### src/rtl/mc_controller.sv
// mc_controller - multi-cycle control FSM for the MIPS-subset data_path.
//
// Decodes opcode/func, sequences one instruction phase per clock and drives
// every datapath control strobe. Outputs are a Moore decode of the state
// register, except branch pc_write, which is qualified by ZERO.
//
// Optional feature (macro MEM_WAIT_EN): adds input mem_ready. FETCH, MEM_READ
// and MEM_WRITE then hold until mem_ready=1. The completion strobes (IRwrite,
// pc_write, instr_done) fire only in the cycle where mem_ready=1.
//
// Ports:
//   clk, rst        clock (rising edge), synchronous active-high reset
//   opcode, func    IR[31:26], IR[5:0] from the datapath
//   ZERO            ALU zero flag
//   mem_ready       memory handshake (MEM_WAIT_EN builds only)
//   pc_write, IRwrite, reg_dst, jal_rej, pc_to_reg, mem_to_reg, reg_write,
//   AluSrcA, AluSrcB[3:0] (one-hot), AluOp[2:0], pc_src[2:0], IorD,
//   mem_write, mem_read, instr_done   datapath control outputs
module mc_controller #(
  parameter int unsigned STATE_W = 4
) (
  input  logic       clk,
  input  logic       rst,
  input  logic [5:0] opcode,
  input  logic [5:0] func,
  input  logic       ZERO,
`ifdef MEM_WAIT_EN
  input  logic       mem_ready,
`endif
  output logic       pc_write,
  output logic       IRwrite,
  output logic       reg_dst,
  output logic       jal_rej,
  output logic       pc_to_reg,
  output logic       mem_to_reg,
  output logic       reg_write,
  output logic       AluSrcA,
  output logic [3:0] AluSrcB,
  output logic [2:0] AluOp,
  output logic [2:0] pc_src,
  output logic       IorD,
  output logic       mem_write,
  output logic       mem_read,
  output logic       instr_done
);

  localparam logic [5:0] OP_R    = 6'b000000;
  localparam logic [5:0] OP_LW   = 6'b100011;
  localparam logic [5:0] OP_SW   = 6'b101011;
  localparam logic [5:0] OP_BEQ  = 6'b000100;
  localparam logic [5:0] OP_BNE  = 6'b000101;
  localparam logic [5:0] OP_J    = 6'b000010;
  localparam logic [5:0] OP_JAL  = 6'b000011;
  localparam logic [5:0] OP_ADDI = 6'b001000;
  localparam logic [5:0] OP_ANDI = 6'b001100;
  localparam logic [5:0] OP_SLTI = 6'b001010;
  localparam logic [5:0] FN_JR   = 6'b001000;

  typedef enum logic [STATE_W-1:0] {
    FETCH, DECODE, MEM_ADDR, MEM_READ, MEM_WB, MEM_WRITE, R_EXEC,
    R_WB, I_EXEC, I_WB, BRANCH, JUMP, JAL, JR
  } state_t;

  typedef struct packed {
    logic       pc_write;
    logic       IRwrite;
    logic       reg_dst;
    logic       jal_rej;
    logic       pc_to_reg;
    logic       mem_to_reg;
    logic       reg_write;
    logic       AluSrcA;
    logic [3:0] AluSrcB;
    logic [2:0] AluOp;
    logic [2:0] pc_src;
    logic       IorD;
    logic       mem_write;
    logic       mem_read;
    logic       instr_done;
  } ctl_t;

  state_t     r_state;
  state_t     w_next;
  ctl_t       w_ctl;
  logic       w_rdy;
  // opcode is only looked at in DECODE/MEM_ADDR, so the details needed later
  // (branch sense, I-type ALU op) are captured while in DECODE.
  logic       r_is_bne;
  logic [2:0] r_iop;

`ifdef MEM_WAIT_EN
  assign w_rdy = mem_ready;
`else
  assign w_rdy = 1'b1;
`endif

  always_ff @(posedge clk) begin
    if (rst) begin
      r_state  <= FETCH;
      r_is_bne <= 1'b0;
      r_iop    <= '0;
    end else begin
      r_state <= w_next;
      if (r_state == DECODE) begin
        r_is_bne <= (opcode == OP_BNE);
        case (opcode)
          OP_ANDI: r_iop <= 3'd3;
          OP_SLTI: r_iop <= 3'd4;
          default: r_iop <= 3'd0;
        endcase
      end
    end
  end

  always_comb begin
    w_ctl  = '0;
    w_next = FETCH;
    case (r_state)
      FETCH: begin
        w_ctl.mem_read = 1'b1;
        w_ctl.IRwrite  = w_rdy;
        w_ctl.AluSrcB  = 4'b0010;
        w_ctl.pc_write = w_rdy;
        w_next         = w_rdy ? DECODE : FETCH;
      end
      DECODE: begin
        w_ctl.AluSrcB = 4'b1000;
        case (opcode)
          OP_R:                      w_next = (func == FN_JR) ? JR : R_EXEC;
          OP_LW, OP_SW:              w_next = MEM_ADDR;
          OP_BEQ, OP_BNE:            w_next = BRANCH;
          OP_J:                      w_next = JUMP;
          OP_JAL:                    w_next = JAL;
          OP_ADDI, OP_ANDI, OP_SLTI: w_next = I_EXEC;
          default:                   w_next = FETCH;
        endcase
      end
      MEM_ADDR: begin
        w_ctl.AluSrcA = 1'b1;
        w_ctl.AluSrcB = 4'b0100;
        w_next        = (opcode == OP_LW) ? MEM_READ : MEM_WRITE;
      end
      MEM_READ: begin
        w_ctl.mem_read = 1'b1;
        w_ctl.IorD     = 1'b1;
        w_next         = w_rdy ? MEM_WB : MEM_READ;
      end
      MEM_WB: begin
        w_ctl.reg_write  = 1'b1;
        w_ctl.mem_to_reg = 1'b1;
        w_ctl.instr_done = 1'b1;
      end
      MEM_WRITE: begin
        w_ctl.mem_write  = 1'b1;
        w_ctl.IorD       = 1'b1;
        w_ctl.instr_done = w_rdy;
        w_next           = w_rdy ? FETCH : MEM_WRITE;
      end
      R_EXEC: begin
        w_ctl.AluSrcA = 1'b1;
        w_ctl.AluSrcB = 4'b0001;
        w_ctl.AluOp   = 3'd2;
        w_next        = R_WB;
      end
      R_WB: begin
        w_ctl.reg_write  = 1'b1;
        w_ctl.reg_dst    = 1'b1;
        w_ctl.instr_done = 1'b1;
      end
      I_EXEC: begin
        w_ctl.AluSrcA = 1'b1;
        w_ctl.AluSrcB = 4'b0100;
        w_ctl.AluOp   = r_iop;
        w_next        = I_WB;
      end
      I_WB: begin
        w_ctl.reg_write  = 1'b1;
        w_ctl.instr_done = 1'b1;
      end
      BRANCH: begin
        w_ctl.AluSrcA    = 1'b1;
        w_ctl.AluSrcB    = 4'b0001;
        w_ctl.AluOp      = 3'd1;
        w_ctl.pc_src     = 3'd1;
        w_ctl.pc_write   = ZERO ^ r_is_bne;
        w_ctl.instr_done = 1'b1;
      end
      JUMP: begin
        w_ctl.pc_src     = 3'd2;
        w_ctl.pc_write   = 1'b1;
        w_ctl.instr_done = 1'b1;
      end
      JAL: begin
        w_ctl.reg_write  = 1'b1;
        w_ctl.jal_rej    = 1'b1;
        w_ctl.pc_to_reg  = 1'b1;
        w_ctl.pc_src     = 3'd2;
        w_ctl.pc_write   = 1'b1;
        w_ctl.instr_done = 1'b1;
      end
      JR: begin
        w_ctl.pc_src     = 3'd3;
        w_ctl.pc_write   = 1'b1;
        w_ctl.instr_done = 1'b1;
      end
      default: w_next = FETCH;
    endcase
  end

  // Reset masks every strobe combinationally so an aborted instruction
  // cannot write in the reset cycle.
  assign {pc_write, IRwrite, reg_dst, jal_rej, pc_to_reg, mem_to_reg,
          reg_write, AluSrcA, AluSrcB, AluOp, pc_src, IorD, mem_write,
          mem_read, instr_done} = rst ? '0 : w_ctl;

endmodule

### config.mk
export PLATFORM = sky130hd
export DESIGN_NAME = mc_controller
export DESIGN_NICKNAME = d
export VERILOG_FILES = /design/src/rtl/mc_controller.sv
export SDC_FILE = /design/constraint.sdc
export NUM_CORES = 1
export LEC_CHECK = 0
export BUFFER_PORTS_ARGS = -buffer_cell sky130_fd_sc_hd__buf_2
export CAP_MARGIN = 20
export CORE_MARGIN = 4
export CORE_UTILIZATION = 41
export CTS_BUF_LIST = sky130_fd_sc_hd__clkbuf_4 sky130_fd_sc_hd__clkbuf_8 sky130_fd_sc_hd__clkbuf_16
export DETAILED_ROUTE_END_ITERATION = 10
export PLACE_DENSITY_LB_ADDON = 0.2
export SLEW_MARGIN = 20
export SYNTH_ARGS = -nofsm -noshare
export SYNTH_HDL_FRONTEND = slang
export SYNTH_SLANG_ARGS = --single-unit
### constraint.sdc
create_clock -name clk -period 1.4 [get_ports clk]
set_input_delay 0.28 -clock clk [delete_from_list [all_inputs] [get_ports clk]]
set_output_delay 0.28 -clock clk [all_outputs]
set_load 0.05 [all_outputs]
==> impl_metrics.env, run 1 <==
export IMPL_status="aborted with a tool error"
export IMPL_failed_stage="clock tree synthesis"
export IMPL_tool_error="[ERROR DPL-0038] Utilization greater than 100%, impossible to legalize"
export IMPL_rows=15
export IMPL_post_cts_buffers=9
export IMPL_ys_seq_area_share_pct=17.6
export IMPL_async_flop_share_pct=0
export IMPL_clk_path_buf_depth=2
export IMPL_gp_congestion=0.823
export IMPL_clock_sinks=7
export IMPL_yosysWarningCount=0
export IMPL_synth_edf_count=0
export IMPL_dp_hpwl_um=2130
export IMPL_place_area_sq_mm=0.00143
export IMPL_place_ws_ps=-301
export IMPL_yosysUniqueCellTypes=43
export IMPL_port_buffers=35
export IMPL_ctsHoldBuffers=0
export IMPL_synth_area_sq_um=795
export IMPL_synthesis_nets=129
export IMPL_avgSynthCellArea_sq_um=6.97
export IMPL_htreeDepth=1
export IMPL_synthFlopType="dfxtp_1"
export IMPL_cts_root_buf="clkbuf_4"
export IMPL_netlist_instances=114
export IMPL_numCtsBuffers=3
export IMPL_die_h_um=52.0
export IMPL_io_pins=37
export IMPL_start_util_pct=44.6
export IMPL_die_w_um=52.0
export IMPL_post_cts_resized=82
export IMPL_synth_seq_cells=7
==> synth_stat cells (2+ instances only) <==
cell type	count	area, sq um
dfxtp_1	7	140
xor2_1	2	17.5
o21ai_0	3	15.0
nor2b_1	5	31.3
nand2_1	8	30.0
buf_4	3	22.5
nor2_1	10	37.5
xnor2_1	2	17.5
a21oi_1	10	50.1
nor4_1	2	12.5
nor4b_1	2	17.5
nor3b_1	2	15.0
or2_2	3	18.8
nand3b_1	2	15.0
and3_1	3	18.8
o211ai_1	2	15.0
a22oi_1	3	22.5
nor3_1	7	35.0
nand2b_1	8	50.1
clkbuf_1	7	26.3
==> per-stage QoR <==
stage / instances / setup TNS (ps) / hold WS [ps] / util, %
3_5_place_dp: 195 / -4750 / 497 / 80.3
3_3_place_gp: 195 / -4060 / 473 / 80.3
2_1_floorplan: 114 / -2910 / 444 / -
==> kinds of logic after synthesis <==
logic type	count (synthesis)	synth area share, %
flip-flops	7	17.6
XOR/XNOR	4	4.41
AND/OR/NAND/NOR	60	45.5
other	1	0.472
buffers and inverters	13	7.72
AO/OA/AOI/OAI	29	24.3
==> run 2, diff against run 1 <==
CORE_AREA = 4 4 65 67   (was not set)
CORE_MARGIN = not set   (was 4)
CORE_UTILIZATION = not set   (was 41)
CTS_BUF_LIST = not set   (was sky130_fd_sc_hd__clkbuf_4 sky130_fd_sc_hd__clkbuf_8 sky130_fd_sc_hd__clkbuf_16)
DIE_AREA = 0 0 69 71   (was not set)
PLACE_DENSITY_LB_ADDON = 0.15   (was 0.2)
clock period = 1.8 ns   (was 1.4 ns; I/O delays follow)
==> impl_metrics.env, run 2 <==
export IMPL_drive_gt1_share_pct=60.0
export IMPL_synth_edf_count=0
export IMPL_ys_seq_area_share_pct=17.6
export IMPL_ff_latch_area_sq_um=149
export IMPL_reg2reg_to="r_iop[1]"
export IMPL_detail_route_drc_violations=0
export IMPL_final_hold_violation_count=0
export IMPL_gp_congestion=0.821
export IMPL_netlist_top_cells_count="10 x a21oi_1, 10 x nor2_1, 8 x nand2_1, 8 x nand2b_1"
export IMPL_crit_arrival_ps=1490
export IMPL_die_h_um=71
export IMPL_core_sq_mm=0.00363
export IMPL_worstHoldStart="r_is_bne"
export IMPL_synth_area_leader_cell="dfxtp_1"
export IMPL_grt_max_degree=13
export IMPL_ctsHoldBuffers=0
export IMPL_antenna_found_initial=0
export IMPL_netlist_instances=114
export IMPL_cap_violations=0
export IMPL_avgSynthCellArea_sq_um=6.97
export IMPL_min_path_cells=2
export IMPL_largest_reg_flops=4
export IMPL_clock_sinks=7
export IMPL_yosysUniqueCellTypes=43
export IMPL_finalSetupViolations=4
export IMPL_setup_tns_final_ps=-179
export IMPL_p_leak_uw=0.000641
export IMPL_fillers=388
export IMPL_diodes=0
export IMPL_dp_hpwl_um=2210
export IMPL_fin_area_sq_mm=0.00153
export IMPL_path_max_fanout=6
export IMPL_crit_chain="buf_6, nor2b_4, nand2b_4, and3_4, or2_4, buf_8"
export IMPL_yosysWarningCount=0
export IMPL_io_pins=37
export IMPL_status="finished, violations left"
export IMPL_regMostFlops="r_state"
export IMPL_port_buffers=35
export IMPL_final_common_cell="buf_4"
export IMPL_die_w_um=69
export IMPL_start_util_pct=21.9
export IMPL_min_to="r_is_bne"
export IMPL_cp_start_kind="flip-flop"
export IMPL_crit_type="reg2out"
export IMPL_synth_top_area_share_pct=17.6
export IMPL_violations="setup timing"
export IMPL_ir_drop_v=0.000398
export IMPL_critPathRequiredTime_ps=1440
export IMPL_synthesis_nets=129
export IMPL_async_flop_share_pct=0
export IMPL_rows=22
export IMPL_rr_worst_depth=6
export IMPL_nets=181
export IMPL_grt_pass1_wl_um=4840
export IMPL_numCtsBuffers=3
export IMPL_clk_pin_slew_ps=40
export IMPL_layout_common_cells="31 x buf_4, 15 x buf_2, 9 x a21oi_1, 9 x buf_6"
export IMPL_grtUsageTotal_pct=11.8
export IMPL_clock_fmax_ghz=0.539
export IMPL_crit_buf_inv=2
export IMPL_wirelength_um=2760
export IMPL_grt_pass1_vias=1015
export IMPL_slowest_delay_ps=360
export IMPL_place_area_sq_mm=0.00125
export IMPL_top_regs="r_state (4), r_iop (2), r_is_bne (1)"
export IMPL_cts_tree="done"
export IMPL_place_ws_ps=5.51
export IMPL_drtPass1Iterations=4
export IMPL_worstSetupEndpointType="primary output"
export IMPL_cts_root_buf="clkbuf_8"
export IMPL_viasPerCell=4.68
export IMPL_setup_ws_ps=-54.4
export IMPL_drt_first_iter_violations=19
export IMPL_dr_total_vias=996
export IMPL_utilization_pct=42.1
export IMPL_gr_total_overflow=0
export IMPL_wl_per_cell_um=13.0
export IMPL_reg2reg_slack_ps=90
export IMPL_powerDensity_mw_per_mm2=416
export IMPL_fin_crit_sh_pct=103
export IMPL_worst_path_max_delay_cell="dfxtp_4"
export IMPL_ant_nets=0
export IMPL_post_route_min_period_ps=1850
export IMPL_synthFlopType="dfxtp_1"
export IMPL_critPathTopFamily="simple AND/OR/NAND/NOR gates"
export IMPL_slew_violations=0
export IMPL_area_growth_pct=92.6
export IMPL_htreeDepth=1
export IMPL_finalPower_uw=637
export IMPL_multi_input_area_sq_um=811
export IMPL_synthTopCellsByArea="dfxtp_1 18%, a21oi_1 6.3%, nand2b_1 6.3%"
export IMPL_rr_startpoint="r_state[1]"
export IMPL_clk_latency_ps=220
export IMPL_die_area_sq_mm=0.00490
export IMPL_synth_area_sq_um=795
export IMPL_finalClockSkew_ps=0.415
export IMPL_synth_seq_cells=7
export IMPL_hold_path_class="reg2reg"
export IMPL_rsz0062_at_grt="true"
export IMPL_clk_path_buf_depth=2
-- run 2: cell counts after synthesis --
Identical to the previous run, type by type.
-- run 2: timing repair --
| item | in CTS | in global routing |
|---|---|---|
| pin swaps | 2 | 4 |
| gates resized for setup | 38 | 27 |
| endpoints found under the setup margin | 21 | 20 |
| gates cloned | 0 | 0 |
| setup buffers | 2 | 4 |
-- run 2: power by group --
| group | switching, uW | internal (uW) |
|---|---|---|
| combinational | 145 | 115 |
| clock | 63.0 | 153 |
| sequential | 3.91 | 157 |
-- run 2: kinds of logic (layout without fill, tap and decap cells) --
group | count (synthesis) | count (layout) | synth area share, %
AO/OA/AOI/OAI | 29 | 29 | 24.3
XOR/XNOR | 4 | 4 | 4.41
buffers and inverters | 13 | 64 | 7.72
flip-flops | 7 | 7 | 17.6
other | 1 | 1 | 0.472
AND/OR/NAND/NOR | 60 | 60 | 45.5
-- run 2: final cells by class --
class / count / share of cell area [%]
Tap cell: 48 / 3.92
Clock buffer: 4 / 2.94
Timing Repair Buffer: 59 / 30.2
Multi-Input combinational cell: 94 / 53.0
Inverter: 1 / 0.245
Sequential cell: 7 / 9.73
-- run 2: how the worst max path moves through the flow --
stage,from,end,slack (ps),cells after the start
3_3_place_gp,r_state[1],pc_write,40,4
3_5_place_dp,r_state[1],pc_write,6,4
5_1_grt,r_state[1],pc_write,-110,4
4_1_cts,r_state[1],AluSrcA,-70,6
2_1_floorplan,r_state[2],AluSrcB[1],-200,3
6_report,r_state[1],AluSrcA,-50,6
-- run 2: routing by layer --
layer | routed length, um | global-route usage [%] | up-vias
met3 | 186 | 3.55 | 2
met5 | 0 | 0 | -
met1 | 1280 | 15.3 | 450
met4 | 16 | 1.95 | 0
met2 | 1280 | 19.4 | 33
li1 | - | - | 511
-- run 2: per-stage QoR --
step,hold WS [ps],std cells
global route,482,213
finish,461,213
global placement,455,203
CTS,464,209
floorplan,444,114
detailed placement,459,203
-- run 2: worst register-to-register path: stages (launching register included) --
cell      delay (ps)
dfxtp_4          360
buf_6            120
or4b_4           510
buf_4            190
nor4_4           240
nand3b_1         110
a21oi_1          120
(Power assumes the default switching activity.)
==> run 3, diff against run 2 <==
PLACE_DENSITY_LB_ADDON = 0.2   (was 0.15)
SKIP_CTS_REPAIR_TIMING = 1   (was not set)
==> impl_metrics.env, run 3 (same netlist as run 2, synthesis figures left out) <==
export IMPL_crit_type="reg2out"
export IMPL_regMostFlops="r_state"
export IMPL_crit_buf_inv=2
export IMPL_crit_arrival_ps=1510
export IMPL_hold_path_class="reg2reg"
export IMPL_critPathTopFamily="simple AND/OR/NAND/NOR gates"
export IMPL_final_common_cell="buf_4"
export IMPL_fin_crit_sh_pct=104
export IMPL_die_area_sq_mm=0.00490
export IMPL_slew_violations=0
export IMPL_dr_total_vias=1004
export IMPL_grt_pass1_wl_um=4570
export IMPL_viasPerCell=4.85
export IMPL_worstSetupEndpointType="primary output"
export IMPL_cp_start_kind="flip-flop"
export IMPL_reg2reg_to="r_iop[1]"
export IMPL_utilization_pct=40.1
export IMPL_ir_drop_v=0.000310
export IMPL_finalSetupViolations=6
export IMPL_io_pins=37
export IMPL_gp_congestion=0.786
export IMPL_area_growth_pct=83.5
export IMPL_min_to="r_is_bne"
export IMPL_clk_pin_slew_ps=40
export IMPL_crit_chain="buf_4, or4b_4, nor2_4, buf_8"
export IMPL_clk_path_buf_depth=2
export IMPL_die_h_um=71
export IMPL_antenna_found_initial=0
export IMPL_min_path_cells=2
export IMPL_top_regs="r_state (4), r_iop (2), r_is_bne (1)"
export IMPL_wirelength_um=2730
export IMPL_setup_ws_ps=-74.3
export IMPL_grtUsageTotal_pct=10.9
export IMPL_rr_startpoint="r_state[1]"
export IMPL_finalPower_uw=632
export IMPL_finalClockSkew_ps=0.474
export IMPL_dp_cells=202
export IMPL_diodes=0
export IMPL_numCtsBuffers=3
export IMPL_drt_first_iter_violations=42
export IMPL_rows=22
export IMPL_violations="setup timing"
export IMPL_htreeDepth=1
export IMPL_largest_reg_flops=4
export IMPL_grt_pass1_vias=1011
export IMPL_drive_gt1_share_pct=57.2
export IMPL_port_buffers=35
export IMPL_status="finished, violations left"
export IMPL_rr_worst_depth=6
export IMPL_cts_root_buf="clkbuf_8"
export IMPL_powerDensity_mw_per_mm2=433
export IMPL_worstHoldStart="r_is_bne"
export IMPL_layout_common_cells="20 x buf_4, 18 x buf_2, 10 x a21oi_1"
export IMPL_wl_per_cell_um=13.2
export IMPL_detail_route_drc_violations=0
export IMPL_place_ws_ps=32.7
export IMPL_final_hold_violation_count=0
export IMPL_die_w_um=69
export IMPL_slowest_delay_ps=520
export IMPL_nets=175
export IMPL_drtPass1Iterations=4
export IMPL_clk_latency_ps=220
export IMPL_post_route_min_period_ps=1870
export IMPL_dp_hpwl_um=2180
export IMPL_critPathRequiredTime_ps=1440
export IMPL_core_sq_mm=0.00363
export IMPL_path_max_fanout=5
export IMPL_cap_violations=0
export IMPL_fin_cells=207
export IMPL_clock_fmax_ghz=0.534
export IMPL_worst_path_max_delay_cell="or4b_4"
export IMPL_reg2reg_slack_ps=90
export IMPL_fin_hold_ws_ps=471
export IMPL_ant_nets=0
export IMPL_gr_total_overflow=0
export IMPL_p_leak_uw=0.000611
export IMPL_clock_sinks=7
export IMPL_rsz0062_at_grt="true"
export IMPL_cts_tree="done"
export IMPL_start_util_pct=21.9
export IMPL_grt_max_degree=15
run 3: cell types whose count changed in the layout (fill, tap and decap cells not counted), sizes merged:
| cell | change |
|---|---|
| clkbuf | +3 |
| buf | -9 |
run 3: cell type report:
type	instances	area [sq um]
clock buffer	4	45.0
fill	403	2180
sequential	7	150
inverter	1	3.75
tap	48	60.1
multi-input combinational	94	797
timing repair buffer	53	402
run 3: how the worst max path moves through the flow:
stage	cells past startpoint	slack, ps	to	from
floorplan	3	-200	AluSrcB[1]	r_state[2]
global placement	4	50	mem_read	r_state[0]
detailed placement	4	30	mem_read	r_state[0]
CTS	4	-230	mem_read	r_state[0]
global route	4	-110	AluSrcB[3]	r_state[1]
finish	4	-70	AluSrcB[3]	r_state[1]
run 3: worst register-to-register path, delay by kind of cell (launching register included):
kind | cells | cell delay [ps]
buffers and inverters | 2 | 330
AO/OA/AOI/OAI | 1 | 130
AND/OR/NAND/NOR | 3 | 850
flip-flops | 1 | 330
run 3: metal layers:
| metal | vias to the layer above | GRT usage (%) | wire length (um) |
|---|---|---|---|
| met3 | 2 | 2.84 | 162 |
| met1 | 472 | 13.7 | 1200 |
| met2 | 31 | 18.6 | 1350 |
| met5 | - | 0 | 0 |
| li1 | 499 | - | - |
| met4 | 0 | 2.60 | 13 |
run 3: stage by stage:
| step | area [sq um] | setup TNS (ps) |
|---|---|---|
| 6_report | 1460 | -212 |
| 5_1_grt | 1460 | -646 |
| 3_5_place_dp | 1240 | 0 |
| 3_3_place_gp | 1240 | 0 |
| 2_1_floorplan | 965 | -757 |
| 4_1_cts | 1290 | -2190 |
run 3: power by group:
group          internal (uW)  total, uW  switching, uW
logic                    108        252            144
clock network            153        217           64.5
registers                157        162           4.45
total                    418        632            213
==> run 4, diff against run 3 <==
ABC_CLOCK_PERIOD_IN_PS = 1800   (was not set)
CTS_BUF_LIST = sky130_fd_sc_hd__clkbuf_8   (was not set)
GPL_TIMING_DRIVEN = 0   (was not set)
==> impl_metrics.env, run 4 (same netlist as run 2, synthesis figures left out) <==
export IMPL_status="finished, violations left"
export IMPL_violations="setup timing"
export IMPL_place_ws_ps=-175
export IMPL_port_buffers=35
export IMPL_detail_route_drc_violations=0
export IMPL_path_max_fanout=5
export IMPL_cap_violations=0
export IMPL_rsz0062_at_grt="true"
export IMPL_p_sw_uw=217
export IMPL_crit_type="reg2out"
export IMPL_internal_power_uw=412
export IMPL_fin_crit_sh_pct=106
export IMPL_finalSetupViolations=6
export IMPL_worstSetupEndpointType="primary output"
export IMPL_start_util_pct=21.9
export IMPL_dp_hpwl_um=2100
export IMPL_clk_path_buf_depth=2
export IMPL_area_growth_pct=87.2
export IMPL_drtPass1Iterations=4
export IMPL_htreeDepth=1
export IMPL_layout_common_cells="18 x buf_2, 15 x buf_6, 15 x buf_4"
export IMPL_largest_reg_flops=4
export IMPL_cts_tree="done"
export IMPL_ir_drop_v=0.000600
export IMPL_hold_path_class="in2reg"
export IMPL_viasPerCell=4.75
export IMPL_die_w_um=69
export IMPL_comb_power_share_pct=40.2
export IMPL_ant_nets=0
export IMPL_wl_per_cell_um=13.9
export IMPL_fillers=389
export IMPL_diodes=0
export IMPL_core_sq_mm=0.00363
export IMPL_clock_fmax_ghz=0.526
export IMPL_cts_root_buf="clkbuf_8"
export IMPL_numCtsBuffers=3
export IMPL_io_pins=37
export IMPL_rows=22
export IMPL_clk_latency_ps=220
export IMPL_grtUsageTotal_pct=10.7
export IMPL_wirelength_um=2870
export IMPL_post_route_min_period_ps=1900
export IMPL_die_h_um=71
export IMPL_top_regs="r_state (4), r_iop (2), r_is_bne (1)"
export IMPL_critPathRequiredTime_ps=1440
export IMPL_gp_congestion=0.808
export IMPL_die_area_sq_mm=0.00490
export IMPL_drive_gt1_share_pct=59.1
export IMPL_setup_ws_ps=-102
export IMPL_powerDensity_mw_per_mm2=422
export IMPL_switching_share_pct=34.5
export IMPL_drt_first_iter_violations=38
export IMPL_final_common_cell="buf_2"
export IMPL_fin_hold_ws_ps=476
export IMPL_regMostFlops="r_state"
export IMPL_clk_pin_slew_ps=40
export IMPL_dr_total_vias=983
export IMPL_finalClockSkew_ps=1.22
export IMPL_grt_pass1_vias=950
export IMPL_crit_arrival_ps=1540
export IMPL_p_leak_uw=0.000623
export IMPL_nets=175
export IMPL_final_hold_violation_count=0
export IMPL_pwr_share_clk_pct=33.8
export IMPL_grt_pass1_wl_um=4510
export IMPL_clock_sinks=7
export IMPL_cp_start_kind="flip-flop"
export IMPL_slew_violations=0
export IMPL_power_frac_seq_pct=26.0
export IMPL_gr_total_overflow=0
export IMPL_antenna_found_initial=0
export IMPL_grt_max_degree=11
[run 4: final timing paths]
kind	start	endpoint	slack [ps]	cells past startpoint
worst max-delay path	r_state[1]	pc_write	-100	4
worst min-delay path	opcode[2]	r_iop[1]	480	3
worst max register to register	r_state[3]	r_iop[1]	80	6
worst min register to register	r_is_bne	r_is_bne	480	2
[run 4: per-layer routing]
layer | vias to the layer above | wire (um) | global-route usage [%]
met5 | - | 0 | 0
met4 | 0 | 11 | 0
met3 | 2 | 133 | 3.41
met2 | 26 | 1340 | 18.0
met1 | 452 | 1380 | 14.3
li1 | 503 | - | -
[run 4: critical path, cell delays in order, from the launching register on]
cell and delay, ps:
dfxtp_2 340, or2_4 280, o21a_1 220, a221oi_4 280, buf_6 200
[run 4: final cells by class]
type,count,area (sq um),area share [%]
flip-flops and latches,7,144,9.67
plain buffers,11,118,7.91
repair buffers,42,312,20.9
clock inverters,1,3.75,0.252
well taps,48,60.1,4.04
inverters,1,3.75,0.252
multi-input cells,94,806,54.2
clock buffers,3,41.3,2.78
[run 4: per-stage QoR]
step / setup TNS [ps] / std cells / cell area [sq um] / power (uW) / utilization [%]
detailed placement: -1110 / 197 / 1200 / 374 / 33.0
global placement: -920 / 197 / 1200 / 371 / 33.0
CTS: -4720 / 201 / 1240 / 589 / 34.3
floorplan: -757 / 114 / 965 / 316 / -
finish: -324 / 207 / 1490 / 628 / 40.9
global route: -797 / 207 / 1490 / 664 / 40.9
[run 4: power groups by stage]
stage	combinational (uW)	clock [uW]	sequential [uW]
4_1_cts	210	217	161
6_report	253	213	163
5_1_grt	270	231	163
3_5_place_dp	210	0	164
3_3_place_gp	207	0	164
2_1_floorplan	153	0	163
